[config.mk]
export PLATFORM = sky130hd
export DESIGN_NAME = fabric_job_scheduler_flat
export DESIGN_NICKNAME = d
export VERILOG_FILES = /design/src/rtl/fabric_job_scheduler_if.sv /design/src/rtl/fabric_job_scheduler.sv /design/src/flat_wrapper.sv
export SDC_FILE = /design/constraint.sdc
export NUM_CORES = 1
export LEC_CHECK = 0
export BUFFER_PORTS_ARGS = -buffer_cell sky130_fd_sc_hd__buf_2
export CAP_MARGIN = 25
export CELL_PAD_IN_SITES_DETAIL_PLACEMENT = 0
export CELL_PAD_IN_SITES_GLOBAL_PLACEMENT = 2
export CORE_UTILIZATION = 44
export DETAILED_ROUTE_END_ITERATION = 10
export PLACE_DENSITY = 0.78
export SLEW_MARGIN = 0
export SYNTH_ARGS = -nofsm -noshare
export SYNTH_HDL_FRONTEND = slang
export SYNTH_SLANG_ARGS = --single-unit
[constraint.sdc]
create_clock -name s_axi_aclk -period 5.8 [get_ports s_axi_aclk]
set_clock_uncertainty 0.05 [all_clocks]
set_input_delay 0.29 -clock s_axi_aclk [delete_from_list [all_inputs] [get_ports s_axi_aclk]]
set_output_delay 0.29 -clock s_axi_aclk [all_outputs]
set_load 0.01 [all_outputs]
[src/rtl/fabric_job_scheduler_if.sv]
// Job descriptor push channel and fabric config/start/done handshake.
// The host/fabric side (master) drives descriptors and done; the scheduler (slave) drives the rest.
interface fabric_job_scheduler_if #(
  parameter int ADDR_WIDTH = 32
);
  logic                  job_valid;
  logic                  job_ready;
  logic [ADDR_WIDTH-1:0] job_base_addr;
  logic [15:0]           job_depth;
  logic [7:0]            job_stride;
  logic [31:0]           job_exec_hints;
  logic [15:0]           job_lane_count;
  logic [14:0]           job_lane_mask;

  logic [ADDR_WIDTH-1:0] fabric_base_addr;
  logic [15:0]           fabric_depth;
  logic [7:0]            fabric_stride;
  logic [31:0]           fabric_exec_hints;
  logic [15:0]           fabric_lane_count;
  logic [14:0]           fabric_lane_mask;
  logic                  fabric_start;
  logic                  fabric_done;

  modport master (
    output job_valid, job_base_addr, job_depth, job_stride, job_exec_hints,
           job_lane_count, job_lane_mask, fabric_done,
    input  job_ready, fabric_base_addr, fabric_depth, fabric_stride,
           fabric_exec_hints, fabric_lane_count, fabric_lane_mask, fabric_start
  );

  modport slave (
    input  job_valid, job_base_addr, job_depth, job_stride, job_exec_hints,
           job_lane_count, job_lane_mask, fabric_done,
    output job_ready, fabric_base_addr, fabric_depth, fabric_stride,
           fabric_exec_hints, fabric_lane_count, fabric_lane_mask, fabric_start
  );
endinterface

[src/rtl/fabric_job_scheduler.sv]
// Descriptor queue plus launch sequencer for the ternary fabric: one job at a time,
// with watchdog, abort flush and completion/timeout counters.
module fabric_job_scheduler #(
  parameter int ADDR_WIDTH     = 32,
  parameter int QUEUE_DEPTH    = 4,
  parameter int TIMEOUT_CYCLES = 100000
) (
  input  logic                               s_axi_aclk,
  input  logic                               s_axi_aresetn,
  fabric_job_scheduler_if.slave              jif,
  input  logic                               sched_enable,
  input  logic                               abort,
  output logic [$clog2(QUEUE_DEPTH+1)-1:0]   queue_level,
  output logic                               busy,
  output logic [31:0]                        jobs_completed,
  output logic [15:0]                        jobs_timed_out,
  output logic                               irq_done,
  output logic                               irq_timeout
);

  // state   | meaning
  // IDLE    | waiting for enable and a queued descriptor
  // LOAD    | config registered, one settle cycle before start
  // RUN     | fabric_start high, watchdog counting
  // RELEASE | start dropped, waiting for fabric_done to clear
  typedef enum logic [1:0] {S_IDLE, S_LOAD, S_RUN, S_RELEASE} state_e;

  localparam int PTR_W  = $clog2(QUEUE_DEPTH);
  localparam int LVL_W  = $clog2(QUEUE_DEPTH+1);
  localparam int DESC_W = ADDR_WIDTH + 16 + 8 + 32 + 16 + 15;
  localparam int WD_W   = (TIMEOUT_CYCLES > 1) ? $clog2(TIMEOUT_CYCLES) : 1;
  localparam logic [WD_W-1:0]  WD_LAST = WD_W'((TIMEOUT_CYCLES > 0) ? TIMEOUT_CYCLES - 1 : 0);
  localparam logic [LVL_W-1:0] LVL_FULL = LVL_W'(QUEUE_DEPTH);
  localparam logic [DESC_W-1:0] CFG_RESET = {{ADDR_WIDTH{1'b0}}, 16'd0, 8'd0, 32'd0, 16'd15, 15'h7FFF};

  state_e              state_q, state_d;
  logic [PTR_W-1:0]    wr_ptr_q, wr_ptr_d, rd_ptr_q, rd_ptr_d;
  logic [LVL_W-1:0]    level_q, level_d;
  logic [DESC_W-1:0]   mem_q [QUEUE_DEPTH];
  logic [DESC_W-1:0]   cfg_q, cfg_d;
  logic                start_q, start_d;
  logic [WD_W-1:0]     wd_q, wd_d;
  logic [31:0]         comp_q, comp_d;
  logic [15:0]         tmo_q, tmo_d;
  logic                irq_done_q, irq_done_d;
  logic                irq_tmo_q, irq_tmo_d;
  logic                push, pop;
  logic [DESC_W-1:0]   desc_in;

  assign desc_in = {jif.job_base_addr, jif.job_depth, jif.job_stride, jif.job_exec_hints,
                    jif.job_lane_count, jif.job_lane_mask};

  // A full queue refuses a push even when a pop frees a slot in the same cycle.
  assign jif.job_ready = (level_q != LVL_FULL) && !abort;
  assign push          = jif.job_valid && jif.job_ready;

  always_comb begin
    wr_ptr_d = wr_ptr_q;
    rd_ptr_d = rd_ptr_q;
    level_d  = level_q;
    if (abort) begin
      wr_ptr_d = '0;
      rd_ptr_d = '0;
      level_d  = '0;
    end else begin
      if (push) wr_ptr_d = wr_ptr_q + PTR_W'(1);
      if (pop)  rd_ptr_d = rd_ptr_q + PTR_W'(1);
      if (push && !pop)      level_d = level_q + LVL_W'(1);
      else if (pop && !push) level_d = level_q - LVL_W'(1);
    end
  end

  always_comb begin
    state_d    = state_q;
    cfg_d      = cfg_q;
    start_d    = start_q;
    wd_d       = wd_q;
    comp_d     = comp_q;
    tmo_d      = tmo_q;
    irq_done_d = 1'b0;
    irq_tmo_d  = 1'b0;
    pop        = 1'b0;
    case (state_q)
      S_IDLE: begin
        if (sched_enable && (level_q != '0) && !abort) begin
          pop     = 1'b1;
          cfg_d   = mem_q[rd_ptr_q];
          state_d = S_LOAD;
        end
      end
      S_LOAD: begin
        if (abort) begin
          start_d = 1'b0;
          state_d = S_RELEASE;
        end else begin
          start_d = 1'b1;
          wd_d    = '0;
          state_d = S_RUN;
        end
      end
      S_RUN: begin
        if (abort) begin
          start_d = 1'b0;
          state_d = S_RELEASE;
        end else if (jif.fabric_done) begin
          start_d    = 1'b0;
          comp_d     = comp_q + 32'd1;
          irq_done_d = 1'b1;
          state_d    = S_RELEASE;
        end else if ((TIMEOUT_CYCLES != 0) && (wd_q == WD_LAST)) begin
          start_d   = 1'b0;
          tmo_d     = tmo_q + 16'd1;
          irq_tmo_d = 1'b1;
          state_d   = S_RELEASE;
        end else begin
          wd_d = wd_q + WD_W'(1);
        end
      end
      S_RELEASE: begin
        if (!jif.fabric_done) state_d = S_IDLE;
      end
      default: state_d = S_IDLE;
    endcase
  end

  always_ff @(posedge s_axi_aclk or negedge s_axi_aresetn) begin
    if (!s_axi_aresetn) begin
      state_q    <= S_IDLE;
      wr_ptr_q   <= '0;
      rd_ptr_q   <= '0;
      level_q    <= '0;
      cfg_q      <= CFG_RESET;
      start_q    <= 1'b0;
      wd_q       <= '0;
      comp_q     <= '0;
      tmo_q      <= '0;
      irq_done_q <= 1'b0;
      irq_tmo_q  <= 1'b0;
    end else begin
      state_q    <= state_d;
      wr_ptr_q   <= wr_ptr_d;
      rd_ptr_q   <= rd_ptr_d;
      level_q    <= level_d;
      cfg_q      <= cfg_d;
      start_q    <= start_d;
      wd_q       <= wd_d;
      comp_q     <= comp_d;
      tmo_q      <= tmo_d;
      irq_done_q <= irq_done_d;
      irq_tmo_q  <= irq_tmo_d;
    end
  end

  // Descriptor storage needs no reset; the level/pointers define validity.
  always_ff @(posedge s_axi_aclk) begin
    if (push) mem_q[wr_ptr_q] <= desc_in;
  end

  assign {jif.fabric_base_addr, jif.fabric_depth, jif.fabric_stride, jif.fabric_exec_hints,
          jif.fabric_lane_count, jif.fabric_lane_mask} = cfg_q;
  assign jif.fabric_start = start_q;
  assign queue_level      = level_q;
  assign busy             = (state_q != S_IDLE);
  assign jobs_completed   = comp_q;
  assign jobs_timed_out   = tmo_q;
  assign irq_done         = irq_done_q;
  assign irq_timeout      = irq_tmo_q;

endmodule

[src/flat_wrapper.sv]
// flat-port wrapper written by rule: the top's interface ports become plain ports
module fabric_job_scheduler_flat 
#(
  parameter int ADDR_WIDTH     = 32,
  parameter int QUEUE_DEPTH    = 4,
  parameter int TIMEOUT_CYCLES = 100000
)
  (s_axi_aclk, s_axi_aresetn, sched_enable, abort, queue_level, busy, jobs_completed, jobs_timed_out, irq_done, irq_timeout, jif_job_valid, jif_job_base_addr, jif_job_depth, jif_job_stride, jif_job_exec_hints, jif_job_lane_count, jif_job_lane_mask, jif_fabric_done, jif_job_ready, jif_fabric_base_addr, jif_fabric_depth, jif_fabric_stride, jif_fabric_exec_hints, jif_fabric_lane_count, jif_fabric_lane_mask, jif_fabric_start);
  fabric_job_scheduler_if #(.ADDR_WIDTH(ADDR_WIDTH)) jif_i ();
  input  logic s_axi_aclk;
  input  logic s_axi_aresetn;
  input  logic sched_enable;
  input  logic abort;
  output logic [$clog2(QUEUE_DEPTH+1)-1:0] queue_level;
  output logic busy;
  output logic [31:0] jobs_completed;
  output logic [15:0] jobs_timed_out;
  output logic irq_done;
  output logic irq_timeout;
  input wire logic [$bits(jif_i.job_valid)-1:0] jif_job_valid;
  input wire logic [$bits(jif_i.job_base_addr)-1:0] jif_job_base_addr;
  input wire logic [$bits(jif_i.job_depth)-1:0] jif_job_depth;
  input wire logic [$bits(jif_i.job_stride)-1:0] jif_job_stride;
  input wire logic [$bits(jif_i.job_exec_hints)-1:0] jif_job_exec_hints;
  input wire logic [$bits(jif_i.job_lane_count)-1:0] jif_job_lane_count;
  input wire logic [$bits(jif_i.job_lane_mask)-1:0] jif_job_lane_mask;
  input wire logic [$bits(jif_i.fabric_done)-1:0] jif_fabric_done;
  output wire logic [$bits(jif_i.job_ready)-1:0] jif_job_ready;
  output wire logic [$bits(jif_i.fabric_base_addr)-1:0] jif_fabric_base_addr;
  output wire logic [$bits(jif_i.fabric_depth)-1:0] jif_fabric_depth;
  output wire logic [$bits(jif_i.fabric_stride)-1:0] jif_fabric_stride;
  output wire logic [$bits(jif_i.fabric_exec_hints)-1:0] jif_fabric_exec_hints;
  output wire logic [$bits(jif_i.fabric_lane_count)-1:0] jif_fabric_lane_count;
  output wire logic [$bits(jif_i.fabric_lane_mask)-1:0] jif_fabric_lane_mask;
  output wire logic [$bits(jif_i.fabric_start)-1:0] jif_fabric_start;
  assign jif_i.job_valid = jif_job_valid;
  assign jif_i.job_base_addr = jif_job_base_addr;
  assign jif_i.job_depth = jif_job_depth;
  assign jif_i.job_stride = jif_job_stride;
  assign jif_i.job_exec_hints = jif_job_exec_hints;
  assign jif_i.job_lane_count = jif_job_lane_count;
  assign jif_i.job_lane_mask = jif_job_lane_mask;
  assign jif_i.fabric_done = jif_fabric_done;
  assign jif_job_ready = jif_i.job_ready;
  assign jif_fabric_base_addr = jif_i.fabric_base_addr;
  assign jif_fabric_depth = jif_i.fabric_depth;
  assign jif_fabric_stride = jif_i.fabric_stride;
  assign jif_fabric_exec_hints = jif_i.fabric_exec_hints;
  assign jif_fabric_lane_count = jif_i.fabric_lane_count;
  assign jif_fabric_lane_mask = jif_i.fabric_lane_mask;
  assign jif_fabric_start = jif_i.fabric_start;
  fabric_job_scheduler #(.ADDR_WIDTH(ADDR_WIDTH), .QUEUE_DEPTH(QUEUE_DEPTH), .TIMEOUT_CYCLES(TIMEOUT_CYCLES)) u_core (.s_axi_aclk(s_axi_aclk), .s_axi_aresetn(s_axi_aresetn), .jif(jif_i), .sched_enable(sched_enable), .abort(abort), .queue_level(queue_level), .busy(busy), .jobs_completed(jobs_completed), .jobs_timed_out(jobs_timed_out), .irq_done(irq_done), .irq_timeout(irq_timeout));
endmodule
# ---- Word-level counts from Yosys, hierarchy flattened
# Memory sizes are Yosys's and may differ from the RTL's. A register that Yosys moved wholly into a read port is not among the register bits.
# Cells that the tools add are included.
dict set report word_totals {
  reg_bits 77
  latch_bits 0
  ram_bits 476
  rom_bits 0
  inputBits 125
  wordCells 90
  n_memories 1
}
# name depth word_bits rd rd_ports_with_merged_regs wr line_no
set memory_table {}
lappend memory_table {u_core.mem_q 4 119 1 1 1 fabric_job_scheduler.sv:39} ;# logic [DESC_W-1:0] mem_q [QUEUE_DEPTH];
dict set report op_classes {
  add_sub_neg 7
  multipliers 0
  n_div 0
  order_cmp 0
  eq_ne 12
  shift 0
  muxes 35
  bitwise_logic 2
  n_reduce_logical 23
}
# operator count
set ops {}
lappend ops {{2-to-1 mux 17 bit} 4}
lappend ops {{one-hot mux 17 bit (2 select lines)} 1}
lappend ops {{adder 32 x 1 -> 32 bit, second input constant} 1}
lappend ops {{2-to-1 mux 2 bit} 9}
lappend ops {{adder 17 x 1 -> 17 bit, second input constant} 1}
lappend ops {{equality test 17 bit, second input constant} 1}
lappend ops {{adder 16 x 1 -> 16 bit, second input constant} 1}
lappend ops {{2-to-1 mux 1 bit} 16}
lappend ops {{!= test 2 bit, second input constant} 5}
lappend ops {{2-to-1 mux 3 bit} 3}
lappend ops {{one-hot mux 2 bit (4 select lines)} 1}
lappend ops {{nonzero test 2 bit} 4}
lappend ops {{logical AND 1 bit} 6}
lappend ops {{AND reduction 3 bit} 2}
lappend ops {{nonzero test 3 bit} 2}
lappend ops {{AND reduction 5 bit} 1}
lappend ops {{adder 2 x 1 -> 2 bit, second input constant} 2}
lappend ops {{equality test 2 bit, second input constant} 2}
lappend ops {{logical NOT 1 bit} 4}
lappend ops {{!= test 4 x 3 -> 1 bit, second input constant} 1}
lappend ops {{AND reduction 2 bit} 2}
lappend ops {{AND reduction 4 bit} 1}
lappend ops {{adder 3 x 1 -> 3 bit, second input constant} 1}
lappend ops {{!= test 3 bit, second input constant} 1}
lappend ops {{other kinds (6)} 7}

# ---- Longest topological paths before layout
dict set report logic_depth {
  ltp_word 9
  depth_mapped 10
}

# ---- Worst setup path before layout
# Ideal clock, no wire load.
dict set report synth_timing {
  path_type {register to register}
  startpoint {reg u_core.level_q[2] (netlist: u_core.queue_level[2])}
  endpoint {mem u_core.mem_q[0][0] (netlist bit), enable pin}
  arrival_ns 3.808
  required_ns 5.258
  path_slack_ns 1.450
  stages_incl_launch_ff 5
  path_buffers 1
  path_cell_list {dfrtp_1 or3b_1 and3b_1 buf_1 and2_1}
}
dict set report synth_via {
  elab_chain_len 5
}
# element line_no
set synth_rtl {}
lappend synth_rtl {{start: declaration} fabric_job_scheduler.sv:38} ;# logic [LVL_W-1:0] level_q, level_d;
lappend synth_rtl {{start signal: assignment} fabric_job_scheduler.sv:143} ;# level_q <= level_d;
lappend synth_rtl {{!= test 3 bit} fabric_job_scheduler.sv:54} ;# assign jif.job_ready = (level_q != LVL_FULL) && !abort;
lappend synth_rtl {{logical AND 1 bit} fabric_job_scheduler.sv:54}
lappend synth_rtl {{logical AND 1 bit} fabric_job_scheduler.sv:55} ;# assign push = jif.job_valid && jif.job_ready;
lappend synth_rtl {{2-to-1 mux 1 bit} fabric_job_scheduler.sv:156} ;# if (push) mem_q[wr_ptr_q] <= desc_in;
lappend synth_rtl {{2-to-1 mux 1 bit (implied by the code)} fabric_job_scheduler.sv:156}
lappend synth_rtl {{end: declaration} fabric_job_scheduler.sv:39}
# Every way passes these cells.

# ---- Worst setup path in the final report
dict set report layout_timing {
  startpoint {reg u_core.level_q[2] (netlist: u_core.queue_level[2])}
  endpoint {mem u_core.mem_q[0][60] (netlist bit), enable pin}
}
# The elaborated chain is that of the path after synthesis.

==> results_dict.tcl <==
set metrics [dict create \
    mappedNetlistArea_um2 25500 \
    layout.cells.most_common "edfxtp_1" \
    cts_buffer_depth 3 \
    viasPerCell 5.245 \
    die_area_um2 58910 \
    required_ns 5.97 \
    slew_headroom_pct 40.03 \
    period_minus_slack_ns 3.033 \
    synth-edff-count 476 \
    p_leak_nw 11.76 \
    critPathKind "reg -> reg" \
    ys_seq_area_share_pct 75.39 \
    antenna_found_initial 7 \
    combinationalPowerShare_pct 15.8 \
    critPathBufInv 1 \
    fmax_ghz 0.3297 \
    irDropWorstVdd_mv 0.2987 \
    coreArea_um2 56820 \
    total_power_mw 12.98 \
    finalSetupTns_ns 0 \
    drc 0 \
    syn_inst 1267 \
    firstDrtPassIters 5 \
    postCtsResizedCells 0 \
    cp_cell_sequence "or3b_1 > and3b_1 > and2_4 > buf_4" \
    insertion_delay_ns 0.60 \
    grt_pass1_wl_mm 84.97 \
    grt_usage_pct 18.95 \
    cap_viol_max_count 0 \
    gp_congestion 0.7611 \
    nFillCells 4462 \
    finalSetupViolCount 0 \
    max_stage_delay_ns 0.79 \
    tightest_slew_ns 0.8996 \
    fin_crit_sh_pct 52.29 \
    grt_max_degree 86 \
    ys_types 62 \
    finalHoldViolCount 0 \
    p_int_mw 9.714 \
    stdcell_count 2542 \
    core.rowCount 87 \
    arrival_ns 3.20 \
    nNetsFinal 1862 \
    cts_buffers 70 \
    syn-num-nets 1404 \
    cts_tree "yes" \
    post_drt_wl_per_cell_um 21.44 \
    ios 300 \
    async_flop_share_pct 29.17 \
    hold_slack_ns 0.05544 \
    critPathMaxFanout 54 \
    grt_overflow 0 \
    layout.area.seq_um2 19230 \
    cts.clk_slew.worst_paths_ns 0.06 \
    syn_to_final_growth_pct 23.81 \
    synth-warning-count 0 \
    drt-initial-drc-count 834 \
    htree_levels 3 \
    p_clk_share_pct 36.3 \
    dp_cells 2287 \
    cp_top_family "simple AND/OR/NAND/NOR gates" \
    initial_utilization_pct 44.87 \
    outcome "finished clean" \
    ys.flop_type "edfxtp_1" \
    critPathSlowestCell "and2_4" \
    multiInputGateArea_um2 5978 \
    min_path_type "in -> reg" \
    first_global_vias 14204 \
    seqPwrFrac_pct 47.9 \
    cts_root_buf "clkbuf_16" \
    power.density_nw_per_um2 411.1 \
    r2r_slack_ns 2.77 \
    syn_area_per_cell_um2 20.12 \
    port-buffer-count 299 \
    rsz0062_at_grt "false" \
    drive_above_1_share_pct 39.32 \
    cp-end-kind "register" \
    p_sw_mw 3.263 \
    ant_nets 0 \
    clock_sinks 672 \
    layout_common_cells "476 x edfxtp_1, 299 x buf_2, 175 x dfrtp_1" \
    ys_ff_latch 672 \
    vias 13333 \
    die_h_um 242.7 \
    maxSlewViolCount 0 \
    swShare_pct 25.15 \
    chipWidth_um 242.7 \
    hpwl_mm 31.94 \
    wirelength_mm 54.51 \
    worstSetupStartpointType "register" \
]
[cells in the mapped netlist, types with 3 or more instances]
library cell	n	area share (%)
buf_2	28	0.55
nand2b_1	3	0.074
xor2_1	18	0.62
dfrtp_1	177	17
o211ai_1	3	0.088
nor3_2	3	0.12
nand2_1	42	0.62
xnor2_1	32	1.1
and2_1	7	0.17
or4_1	3	0.088
o31ai_1	5	0.15
and4_1	3	0.10
o21ai_0	11	0.22
dfstp_2	19	2.0
mux4_2	119	11
nor2_1	29	0.43
clkbuf_1	20	0.29
mux2_2	122	5.4
inv_1	22	0.32
nor4_1	4	0.098
nand3b_1	3	0.088
edfxtp_1	476	56
nand3_1	19	0.37
nor3_1	6	0.12
ha_1	11	0.54
nor2b_1	3	0.074
and3_1	4	0.098
a31oi_1	4	0.098
or3_1	6	0.15
nand4_1	14	0.34
a21oi_1	11	0.22
[path summary, 6_finish.rpt]
check                                     startpoint                   endpoint  cells past startpoint
max                            u_core.queue_level[2]        u_core.mem_q[0][60]                      4
min                                            abort         u_core.rd_ptr_q[1]                      2
max reg2reg                    u_core.queue_level[2]        u_core.mem_q[0][60]                      4
min reg2reg                u_core.jobs_timed_out[15]  u_core.jobs_timed_out[15]                      1
max in group asynchronous              s_axi_aresetn           u_core.cfg_q[56]                      3
min in group asynchronous              s_axi_aresetn  u_core.jobs_timed_out[13]                      2
[power by group through the flow]
stage / Clock (mW) / Combinational (mW) / Sequential (mW)
5_1_grt: 5.01 / 2.22 / 6.30
6_report: 4.71 / 2.05 / 6.22
3_3_place_gp: 0 / 1.98 / 6.30
3_5_place_dp: 0 / 2.02 / 6.31
4_1_cts: 4.83 / 2.09 / 6.23
2_1_floorplan: 0 / 0.987 / 6.38
[per-layer routing]
metal  track usage, %  vias to the layer above  wire, um  part of all wire [%]
li1                 -                     5936         -                     -
met1            26.69                     6947     24600                    45
met2            29.99                      375     25860                    47
met3            3.936                       67      3143                   5.8
met4            5.420                        8       861                   1.6
met5                0                        -        46                 0.084
[flip-flops by register name (all words and copies together), names as in the netlist]
register	cells
u_core.mem_q	476
u_core.cfg_q	119
u_core.jobs_completed	32
u_core.wd_q	17
u_core.jobs_timed_out	16
u_core.queue_level	3
u_core.rd_ptr_q	2
u_core.state_q	2
u_core.wr_ptr_q	2
u_core.irq_done	1
u_core.irq_timeout	1
u_core.jif.fabric_start	1
[final cells by class]
class                      count  share of cell area [%]
tap                          756                   2.997
antenna                        3                 0.02378
clock inverter                30                   1.356
clock buffer                 100                   6.398
inverter                      22                  0.2616
sequential                   672                   60.92
multi-input combinational    522                   18.94
timing repair buffer         437                   9.105
[cells by family (layout without fill, tap and decap cells)]
group           count (synthesis)  count (layout)  synth area share [%]
compound gates                 51              51                 1.315
xor+xnor                       50              50                 1.718
fa+ha+maj                      12              12                0.6183
buf+inv                        73             589                 1.242
flops                         672             672                 75.39
mux                           243             243                 15.98
other cells                     0               3                     0
simple gates                  166             166                 3.735
[timing repair]
item	in CTS	in global routing
buffers inserted	0	0
hold buffers	121	0
endpoints found under the hold margin	543	0
[metrics by stage]
step                utilization, %  instance area, um2  worst slack [ns]
floorplan                        -               25500             1.450
global placement             49.04               27870             2.792
detailed placement           49.05               27870             2.727
CTS                          55.49               31530             2.701
global route                 55.55               31570             2.570
finish                       55.55               31570             2.767
Note: power is estimated with default switching activity, not from simulation.
